## src/rtl/game_multibar_core.sv

```systemverilog
// Multi-bar falling-hole game engine: bars, random holes, lives, post-hit invulnerability, score.
// Optional GAME_SPEEDUP_EN: bars advance on every Nth step_tick, N shrinking as bars wrap.
module game_multibar_core #(
  parameter int          NUM_BARS     = 2,
  parameter int          SCREEN_H     = 512,
  parameter int          COLS         = 16,
  parameter int          HOLE_W       = 3,
  parameter int          HIT_ROW      = 440,
  parameter int          LIVES_INIT   = 3,
  parameter int          INVULN_STEPS = 32,
  parameter logic [15:0] SEED         = 16'hACE1,
  parameter int          START_DIV    = 4,
  parameter int          SPEEDUP_BARS = 8,
  localparam int         POS_W        = $clog2(SCREEN_H),
  localparam int         COL_W        = $clog2(COLS),
  localparam int         LIV_W        = $clog2(LIVES_INIT + 1)
) (
  input  logic                      gameclk,
  input  logic                      clr,
  input  logic                      start,
  input  logic                      step_tick,
  input  logic                      score_tick,
  input  logic [COL_W-1:0]          plrpos,
  output logic [NUM_BARS*POS_W-1:0] barpos,
  output logic [NUM_BARS*COL_W-1:0] holepos,
  output logic [LIV_W-1:0]          lives,
  output logic [15:0]               timealive,
  output logic                      game_over,
  output logic                      hit
);
  localparam int SPACING = SCREEN_H / NUM_BARS;
  localparam int INV_W   = $clog2(INVULN_STEPS + 1);

  localparam logic [1:0] S_IDLE = 2'd0;
  localparam logic [1:0] S_PLAY = 2'd1;
  localparam logic [1:0] S_HIT  = 2'd2;
  localparam logic [1:0] S_OVER = 2'd3;

  logic [1:0]       state;
  logic [POS_W-1:0] bar     [NUM_BARS];
  logic [POS_W-1:0] bar_nx  [NUM_BARS];
  logic [COL_W-1:0] hole    [NUM_BARS];
  logic [COL_W-1:0] hole_nx [NUM_BARS];
  logic [15:0]      lfsr;
  logic [15:0]      lfsr_nx;
  logic [INV_W-1:0] inv_cnt;
  logic [COL_W-1:0] hole_rand;
  logic             collide;
  logic             active;
  logic             reload;
  logic             adv;

  assign active    = (state == S_PLAY) || (state == S_HIT);
  assign reload    = start && !active;
  assign lfsr_nx   = {1'b0, lfsr[15:1]} ^ (lfsr[0] ? 16'hB400 : 16'h0000);
  assign hole_rand = COL_W'(lfsr % 16'(COLS - HOLE_W + 1));

  // Hole is only reloaded at row 0, so the current hole is the one seen at HIT_ROW.
  always_comb begin
    collide = 1'b0;
    for (int unsigned k = 0; k < NUM_BARS; k++) begin
      bar_nx[k]  = bar[k] + 1'b1;
      hole_nx[k] = hole[k];
      if (bar[k] == POS_W'(SCREEN_H - 1)) begin
        bar_nx[k]  = '0;
        hole_nx[k] = hole_rand;
      end
      if (bar_nx[k] == POS_W'(HIT_ROW) &&
          (int'(plrpos) < int'(hole[k]) || int'(plrpos) >= int'(hole[k]) + HOLE_W ||
           int'(plrpos) >= COLS))
        collide = 1'b1;
    end
  end

`ifdef GAME_SPEEDUP_EN
  localparam int DIV_W  = $clog2(START_DIV + 1);
  localparam int WRAP_W = $clog2(SPEEDUP_BARS + NUM_BARS + 1);

  logic [DIV_W-1:0]  div_n;
  logic [DIV_W-1:0]  div_cnt;
  logic [WRAP_W-1:0] wrap_cnt;
  logic [WRAP_W-1:0] wraps;
  logic [WRAP_W-1:0] wrap_sum;

  always_comb begin
    wraps = '0;
    for (int unsigned k = 0; k < NUM_BARS; k++)
      if (bar[k] == POS_W'(SCREEN_H - 1)) wraps = wraps + 1'b1;
  end

  assign wrap_sum = wrap_cnt + wraps;
  // >= rather than == so a divisor shrinking below the running count still fires.
  assign adv      = step_tick && (div_cnt + 1'b1 >= div_n);

  always_ff @(posedge gameclk) begin
    if (clr || reload) begin
      div_n    <= DIV_W'(START_DIV);
      div_cnt  <= '0;
      wrap_cnt <= '0;
    end else if (active && step_tick) begin
      div_cnt <= adv ? '0 : div_cnt + 1'b1;
      if (adv) begin
        if (wrap_sum >= WRAP_W'(SPEEDUP_BARS)) begin
          wrap_cnt <= wrap_sum - WRAP_W'(SPEEDUP_BARS);
          if (div_n > DIV_W'(1)) div_n <= div_n - 1'b1;
        end else begin
          wrap_cnt <= wrap_sum;
        end
      end
    end
  end
`else
  assign adv = step_tick;
`endif

  always_ff @(posedge gameclk) begin
    if (clr) begin
      state     <= S_IDLE;
      lfsr      <= SEED;
      for (int unsigned k = 0; k < NUM_BARS; k++) begin
        bar[k]  <= POS_W'(k * SPACING);
        hole[k] <= '0;
      end
      lives     <= LIV_W'(LIVES_INIT);
      timealive <= '0;
      game_over <= 1'b0;
      hit       <= 1'b0;
      inv_cnt   <= '0;
    end else begin
      lfsr <= lfsr_nx;
      hit  <= 1'b0;
      if (reload) begin
        state     <= S_PLAY;
        for (int unsigned k = 0; k < NUM_BARS; k++) begin
          bar[k]  <= POS_W'(k * SPACING);
          hole[k] <= '0;
        end
        lives     <= LIV_W'(LIVES_INIT);
        timealive <= '0;
        game_over <= 1'b0;
        inv_cnt   <= '0;
      end else if (active) begin
        if (score_tick && timealive != '1) timealive <= timealive + 1'b1;
        if (adv) begin
          for (int unsigned k = 0; k < NUM_BARS; k++) begin
            bar[k]  <= bar_nx[k];
            hole[k] <= hole_nx[k];
          end
          if (state == S_HIT) begin
            inv_cnt <= inv_cnt - 1'b1;
            if (inv_cnt == INV_W'(1)) state <= S_PLAY;
          end else if (collide && lives != '0) begin
            lives <= lives - 1'b1;
            hit   <= 1'b1;
            if (lives == LIV_W'(1)) begin
              state     <= S_OVER;
              game_over <= 1'b1;
            end else begin
              state   <= S_HIT;
              inv_cnt <= INV_W'(INVULN_STEPS);
            end
          end
        end
      end
    end
  end

  always_comb begin
    barpos  = '0;
    holepos = '0;
    for (int unsigned k = 0; k < NUM_BARS; k++) begin
      barpos[k*POS_W +: POS_W]  = bar[k];
      holepos[k*COL_W +: COL_W] = hole[k];
    end
  end
endmodule

```

## config.mk

```make
export PLATFORM = sky130hd
export DESIGN_NAME = game_multibar_core
export DESIGN_NICKNAME = d
export VERILOG_FILES = /design/src/rtl/game_multibar_core.sv
export SDC_FILE = /design/constraint.sdc
export NUM_CORES = 1
export LEC_CHECK = 0
export CAP_MARGIN = 20
export CORE_MARGIN = 2
export CORE_UTILIZATION = 60
export DETAILED_ROUTE_END_ITERATION = 10
export MAX_ROUTING_LAYER = met4
export PLACE_DENSITY = 0.84
export RECOVER_POWER = 25
export SLEW_MARGIN = 25
export SYNTH_ARGS = -nofsm -noshare
export SYNTH_HDL_FRONTEND = slang
export SYNTH_SLANG_ARGS = --single-unit
```

## constraint.sdc

```tcl
create_clock -name gameclk -period 10.85 [get_ports gameclk]
set_input_delay 1.085 -clock gameclk [delete_from_list [all_inputs] [get_ports gameclk]]
set_output_delay 1.085 -clock gameclk [all_outputs]
set_load 0.03 [all_outputs]
```

==> results.sh, run 1 <==
export IMPL_path_class="reg2reg"
export IMPL_dieWidth_um=99.0
export IMPL_cp_arrival_ns=5.83
export IMPL_cts_buffers=9
export IMPL_n_antenna_cell=0
export IMPL_synth_area_per_cell_sq_um=8.29
export IMPL_synthCells=654
export IMPL_post_cts_setup_buffers=0
export IMPL_synth_ff_type="dfxtp_1"
export IMPL_synth_area_leaders="dfxtp_1, edfxtp_1, ha_1, nor2_1, xnor2_1"
export IMPL_period_minus_slack_ns=5.65
export IMPL_power_density_nw_per_um2=140
export IMPL_clockBufferDepth=2
export IMPL_antenna_found_initial=0
export IMPL_synth_most_common_cell="nor2_1"
export IMPL_crit_buf_inv=0
export IMPL_fin_util=0.699
export IMPL_grt_max_degree=39
export IMPL_syn2layout_area_growth_pct=12.4
export IMPL_fin_nets=718
export IMPL_setup_violations=0
export IMPL_gp_congestion=0.920
export IMPL_maxCapViolCount=0
export IMPL_critPathSlowestCell="dfxtp_1"
export IMPL_clock_latency_ns=0.35
export IMPL_cts_tree="built"
export IMPL_max_clock_freq_mhz=177
export IMPL_ant_nets=0
export IMPL_cts_root_buf="clkbuf_8"
export IMPL_drt_first_pass_iters=5
export IMPL_yosysSeqAreaShare=0.307
export IMPL_slew_headroom=0.323
export IMPL_num_vias=4899
export IMPL_synth_common_cells="nor2_1, dfxtp_1, nand2_1"
export IMPL_swShare=0.369
export IMPL_synth_top_area_share=0.163
export IMPL_worst_pin_slew_ns=1.02
export IMPL_grt_overflow=0
export IMPL_synth_area_leader_cell="dfxtp_1"
export IMPL_synthesis_nets=693
export IMPL_tns_ns=0
export IMPL_critPathRequiredTime_ns=11.04
export IMPL_synth_area_sq_um=5420
export IMPL_yosysWarnings=0
export IMPL_critPathLaunchType="flip-flop"
export IMPL_cts_sinks=70
export IMPL_hold_violations=0
export IMPL_grt_use_total=0.264
export IMPL_power_total_w=0.000853
export IMPL_drive_above_1_share=0.0702
export IMPL_start_util=0.622
export IMPL_leakage_nw=2.29
export IMPL_cts_hold_repair_buffers=0
export IMPL_drc_errors=0
export IMPL_h_tree_depth=3
export IMPL_routedWlPerCell_um=15.6
export IMPL_drt_wl_total_mm=12.4
export IMPL_row_count=34
export IMPL_drv_slew=0
export IMPL_crit_family="compound AO/OA/AOI/OAI gates"
export IMPL_port_buffers=54
export IMPL_dpl_worst_slack_ns=5.21
export IMPL_rsz0062_at_grt="no"
export IMPL_end_kind="flip-flop"
export IMPL_hp_class="reg2reg"
export IMPL_hold_worst_slack_ns=0.473
export IMPL_first_iter_violations=340
export IMPL_crit_path_cell_trace="and2_1, a22oi_1, a32o_1, a32oi_1, nor2_1, maj3_1, a21oi_1, o21a_1, o221ai_1, a311oi_1, nor4_1, o41ai_4, a31oi_1, ha_1, nor3_1, a311oi_1, a21oi_1"
export IMPL_drt_vias_per_instance=6.19
export IMPL_netSwitchingPower_w=0.000315
export IMPL_grt_pass1_vias=4558
export IMPL_fp_dieH_um=99.0
export IMPL_synth_seq_cells=70
export IMPL_ios=55
export IMPL_ir_drop_mv=0.100
export IMPL_dieArea_sq_um=9810
export IMPL_p_int_w=0.000538
export IMPL_setup_ws_ns=5.20
export IMPL_worst_clock_skew_ns=0.0128
export IMPL_dp_hpwl_mm=9.04
export IMPL_synth_edf_count=26
export IMPL_clk_pin_slew_ns=0.08
export IMPL_grt_pass1_wl_mm=21.1
export IMPL_clock_power_share=0.264
export IMPL_cp_max_fo=24
export IMPL_critical_path_max_stage_delay_ns=0.87
export IMPL_coreArea_sq_um=8720
export IMPL_comb_power_share=0.370
export IMPL_post_cts_resized=0
export IMPL_synth_cell_types=82
export IMPL_fin_crit_sh=0.520
export IMPL_seqPwrFrac=0.366
export IMPL_outcome="finished, final reports clean"
export IMPL_synthArstFlopShare=0
-- cells by family after synthesis --
logic type,after synthesis,synth area share
buf+inv,72,0.0642
compound gates,176,0.236
simple gates,255,0.239
xor+xnor,46,0.0757
mux,3,0.00554
flops,70,0.307
fa+ha+maj,32,0.0732
-- path summary, 6_finish.rpt --
path / startpoint / to / slack (ns) / cells after the start
worst min register to register: game_over / game_over / 0.47 / 2
worst min-delay path: game_over / game_over / 0.47 / 2
worst max register to register: lfsr[11] / hole[0][3] / 5.20 / 17
worst max-delay path: lfsr[11] / hole[0][3] / 5.20 / 17
-- final cells by class --
cell class	instances	area (sq um)
Tap cell	108	135
Inverter	31	116
Sequential cell	70	1670
Multi-Input combinational cell	512	3410
Clock inverter	4	52.6
Clock buffer	12	166
Fill cell	681	2630
Timing Repair Buffer	55	548
-- power by group through the flow --
stage | logic (W) | registers, W | clock network [W]
detailed placement | 0.000309 | 0.000318 | 0
floorplan | 0.000253 | 0.000316 | 0
finish | 0.000315 | 0.000312 | 0.000225
global route | 0.000349 | 0.000316 | 0.000239
CTS | 0.000312 | 0.000312 | 0.000230
global placement | 0.000302 | 0.000317 | 0
-- state kept, by name, summed over array words and instances (netlist names) --
name	flops
hit	1
lives	2
lfsr	16
game_over	1
inv_cnt	6
bar	18
timealive	16
hole	8
state	2
-- tightest hold or removal path: stages, from the launching register on --
cell     delay, ns
dfxtp_1       0.33
a21oi_1       0.04
nor2_1        0.07
-- layer usage --
metal	GRT usage	up-vias	part of all wire
li1	-	2441	-
met1	0.349	2285	0.46
met2	0.426	155	0.48
met3	0.0390	18	0.046
met4	0.0695	0	0.012
met5	-	-	0
-- layout by cell type (no fill, tap or decap), types with 4 or more instances in the layout --
master	instances
a211o_1	7
a211oi_1	5
a21o_1	6
a21oi_1	35
a221oi_1	4
a22oi_1	4
a31oi_1	13
a32oi_1	5
and2_1	8
and3_1	11
clkbuf_8	10
clkdlybuf4s50_1	37
dfxtp_1	41
dlygate4sd3_1	17
edfxtp_1	26
ha_1	30
inv_1	30
nand2_1	43
nand2b_1	10
nand3_1	27
nand4_1	12
nor2_1	71
nor2b_1	13
nor3_1	13
nor4_1	5
o211ai_1	7
o21a_1	6
o21ai_0	26
o21ai_1	5
o221ai_1	5
o31ai_1	4
or2_2	12
or3_1	14
xnor2_1	25
xor2_1	20
-- through the flow --
step | instances | cell area, sq um
finish | 792 | 6090
global route | 792 | 6090
CTS | 792 | 6090
detailed placement | 776 | 5870
global placement | 776 | 5870
floorplan | 654 | 5420
(Power assumes the default switching activity.)
==> run 2, diff against run 1 <==
- CORE_UTILIZATION: 60 -> 58
- PLACE_DENSITY: 0.84 -> 0.81
- clock period: 10.85 -> 5.57 ns (I/O delays scaled with it)
==> run 2 against run 1 <==
  * Critical path depth stayed put
  * First-iteration DRC count is 6.5% lower
  * Count of clock-buffer cells in the layout is 1 lower
  * Sequential power is 94% higher
  * Worst setup slack worse by 4.8 ns
  * Critical endpoint unchanged
  * Largest cell class unchanged
  * Largest power group unchanged
==> results.sh, run 2 (synthesis gave the netlist of run 1 again) <==
export IMPL_num_vias=4982
export IMPL_drive_above_1_share=0.0922
export IMPL_drc_errors=0
export IMPL_h_tree_depth=3
export IMPL_hp_class="reg2reg"
export IMPL_hold_violations=0
export IMPL_ant_nets=0
export IMPL_max_clock_freq_mhz=194
export IMPL_seq_area_sq_um=1670
export IMPL_setup_violations=0
export IMPL_fin_crit_sh=0.925
export IMPL_slew_headroom=0.427
export IMPL_coreArea_sq_um=9150
export IMPL_swShare=0.385
export IMPL_port_buffers=54
export IMPL_setup_ws_ns=0.418
export IMPL_drt_first_pass_iters=6
export IMPL_routedWlPerCell_um=15.7
export IMPL_ios=55
export IMPL_drt_wl_total_mm=12.6
export IMPL_cts_root_buf="clkbuf_8"
export IMPL_clockBufferDepth=2
export IMPL_crit_start="lfsr[11]"
export IMPL_drv_slew=0
export IMPL_power_density_nw_per_um2=267
export IMPL_multi_input_area_sq_um=3430
export IMPL_cts_hold_repair_buffers=0
export IMPL_critPathLaunchType="flip-flop"
export IMPL_clock_latency_ns=0.36
export IMPL_maxCapViolCount=0
export IMPL_wl_met2_mm=6.14
export IMPL_cts_sinks=70
export IMPL_cp_max_fo=14
export IMPL_hold_worst_slack_ns=0.475
export IMPL_dr_wl_met3_um=667
export IMPL_outcome="finished, final reports clean"
export IMPL_gp_congestion=0.932
export IMPL_p_int_w=0.00102
export IMPL_r2r_start="lfsr[11]"
export IMPL_top_register="bar"
export IMPL_worst_clock_skew_ns=0.0162
export IMPL_ir_drop_mv=0.154
export IMPL_largest_register_ffs=18
export IMPL_dp_hpwl_mm=9.30
export IMPL_antenna_found_initial=0
export IMPL_path_class="reg2reg"
export IMPL_wl_met1_mm=5.64
export IMPL_syn2layout_area_growth_pct=14.0
export IMPL_grt_max_degree=26
export IMPL_dieArea_sq_um=10100
export IMPL_critPathRequiredTime_ns=5.67
export IMPL_cts_tree="built"
export IMPL_clock_power_share=0.249
export IMPL_grt_pass1_vias=4674
export IMPL_drt_vias_per_instance=6.19
export IMPL_grt_use_total=0.261
export IMPL_leakage_nw=2.32
export IMPL_period_minus_slack_ns=5.15
export IMPL_clk_pin_slew_ns=0.08
export IMPL_end_kind="flip-flop"
export IMPL_n_antenna_cell=0
export IMPL_tns_ns=0
export IMPL_dieWidth_um=101
export IMPL_rsz0062_at_grt="no"
export IMPL_cp_arrival_ns=5.25
export IMPL_mostFrequentLayoutCells="nor2_1, nand2_1, clkdlybuf4s50_1"
export IMPL_fp_dieH_um=101
export IMPL_top_regs="bar (18), lfsr (16), timealive (16)"
export IMPL_fillCellCount=747
export IMPL_comb_power_share=0.385
export IMPL_first_iter_violations=318
export IMPL_highest_layer="met4"
export IMPL_fin_nets=728
export IMPL_grt_pass1_wl_mm=21.3
export IMPL_grt_overflow=0
export IMPL_row_count=35
export IMPL_seqPwrFrac=0.366
export IMPL_worst_pin_slew_ns=0.856
export IMPL_cts_buffers=9
export IMPL_final_common_cell="nor2_1"
export IMPL_netSwitchingPower_w=0.000636
export IMPL_dpl_worst_slack_ns=0.294
export IMPL_min_from="game_over"
export IMPL_start_util=0.592
==> run 2: through the flow <==
| step | instance area (sq um) | std cells | utilization | power (W) |
|---|---|---|---|---|
| after floorplan | 5420 | 654 | - | 0.00111 |
| after global placement | 5950 | 789 | 0.650 | 0.00121 |
| after detailed placement | 5950 | 789 | 0.650 | 0.00123 |
| after CTS | 6150 | 805 | 0.672 | 0.00164 |
| after global routing | 6180 | 805 | 0.675 | 0.00175 |
| final | 6180 | 805 | 0.675 | 0.00165 |
==> run 2: final timing paths <==
path                            slack, ns  cells past startpoint          to
worst max register to register       0.42                     17  hole[0][3]
worst min-delay path                 0.47                      2   game_over
worst min register to register       0.47                      2   game_over
worst max-delay path                 0.42                     17  hole[0][3]
==> run 2: power by group through the flow <==
stage               clock network (W)  logic (W)  registers [W]
floorplan                           0   0.000493       0.000616
global placement                    0   0.000599       0.000614
detailed placement                  0   0.000617       0.000615
CTS                          0.000418   0.000621       0.000603
global route                 0.000439   0.000702       0.000611
finish                       0.000411   0.000637       0.000605
==> run 2: repair_timing <==
item                       in CTS  in global routing
resized for setup               0                 10
setup endpoints to repair       0                  4
buffers inserted                0                  0
==> run 2: cell type report <==
class	instances	area share
clock buffer	11	0.0263
clock inverter	5	0.00608
inverter	31	0.0188
multi-input combinational	512	0.555
sequential	70	0.270
tap	111	0.0225
timing repair buffer	65	0.101
==> run 2: layer usage <==
layer / up-vias / GRT usage
met2: 166 / 0.428
met3: 21 / 0.0492
met5: - / -
li1: 2470 / -
met4: 0 / 0.0717
met1: 2325 / 0.331
==> run 2: critical path, stage by stage (launching register included) <==
cell and delay, ns:
dfxtp_2 0.41, or3_1 0.52, and3_4 0.23, a22o_1 0.19, o21a_1 0.27, o21ai_0 0.39
a21oi_1 0.15, o32ai_1 0.47, nand2_2 0.25, and3_1 0.26, or3_1 0.39, o31ai_1 0.30
a211oi_2 0.13, a31oi_1 0.20, ha_1 0.27, nor3_1 0.08, a311oi_1 0.27, a21oi_1 0.12
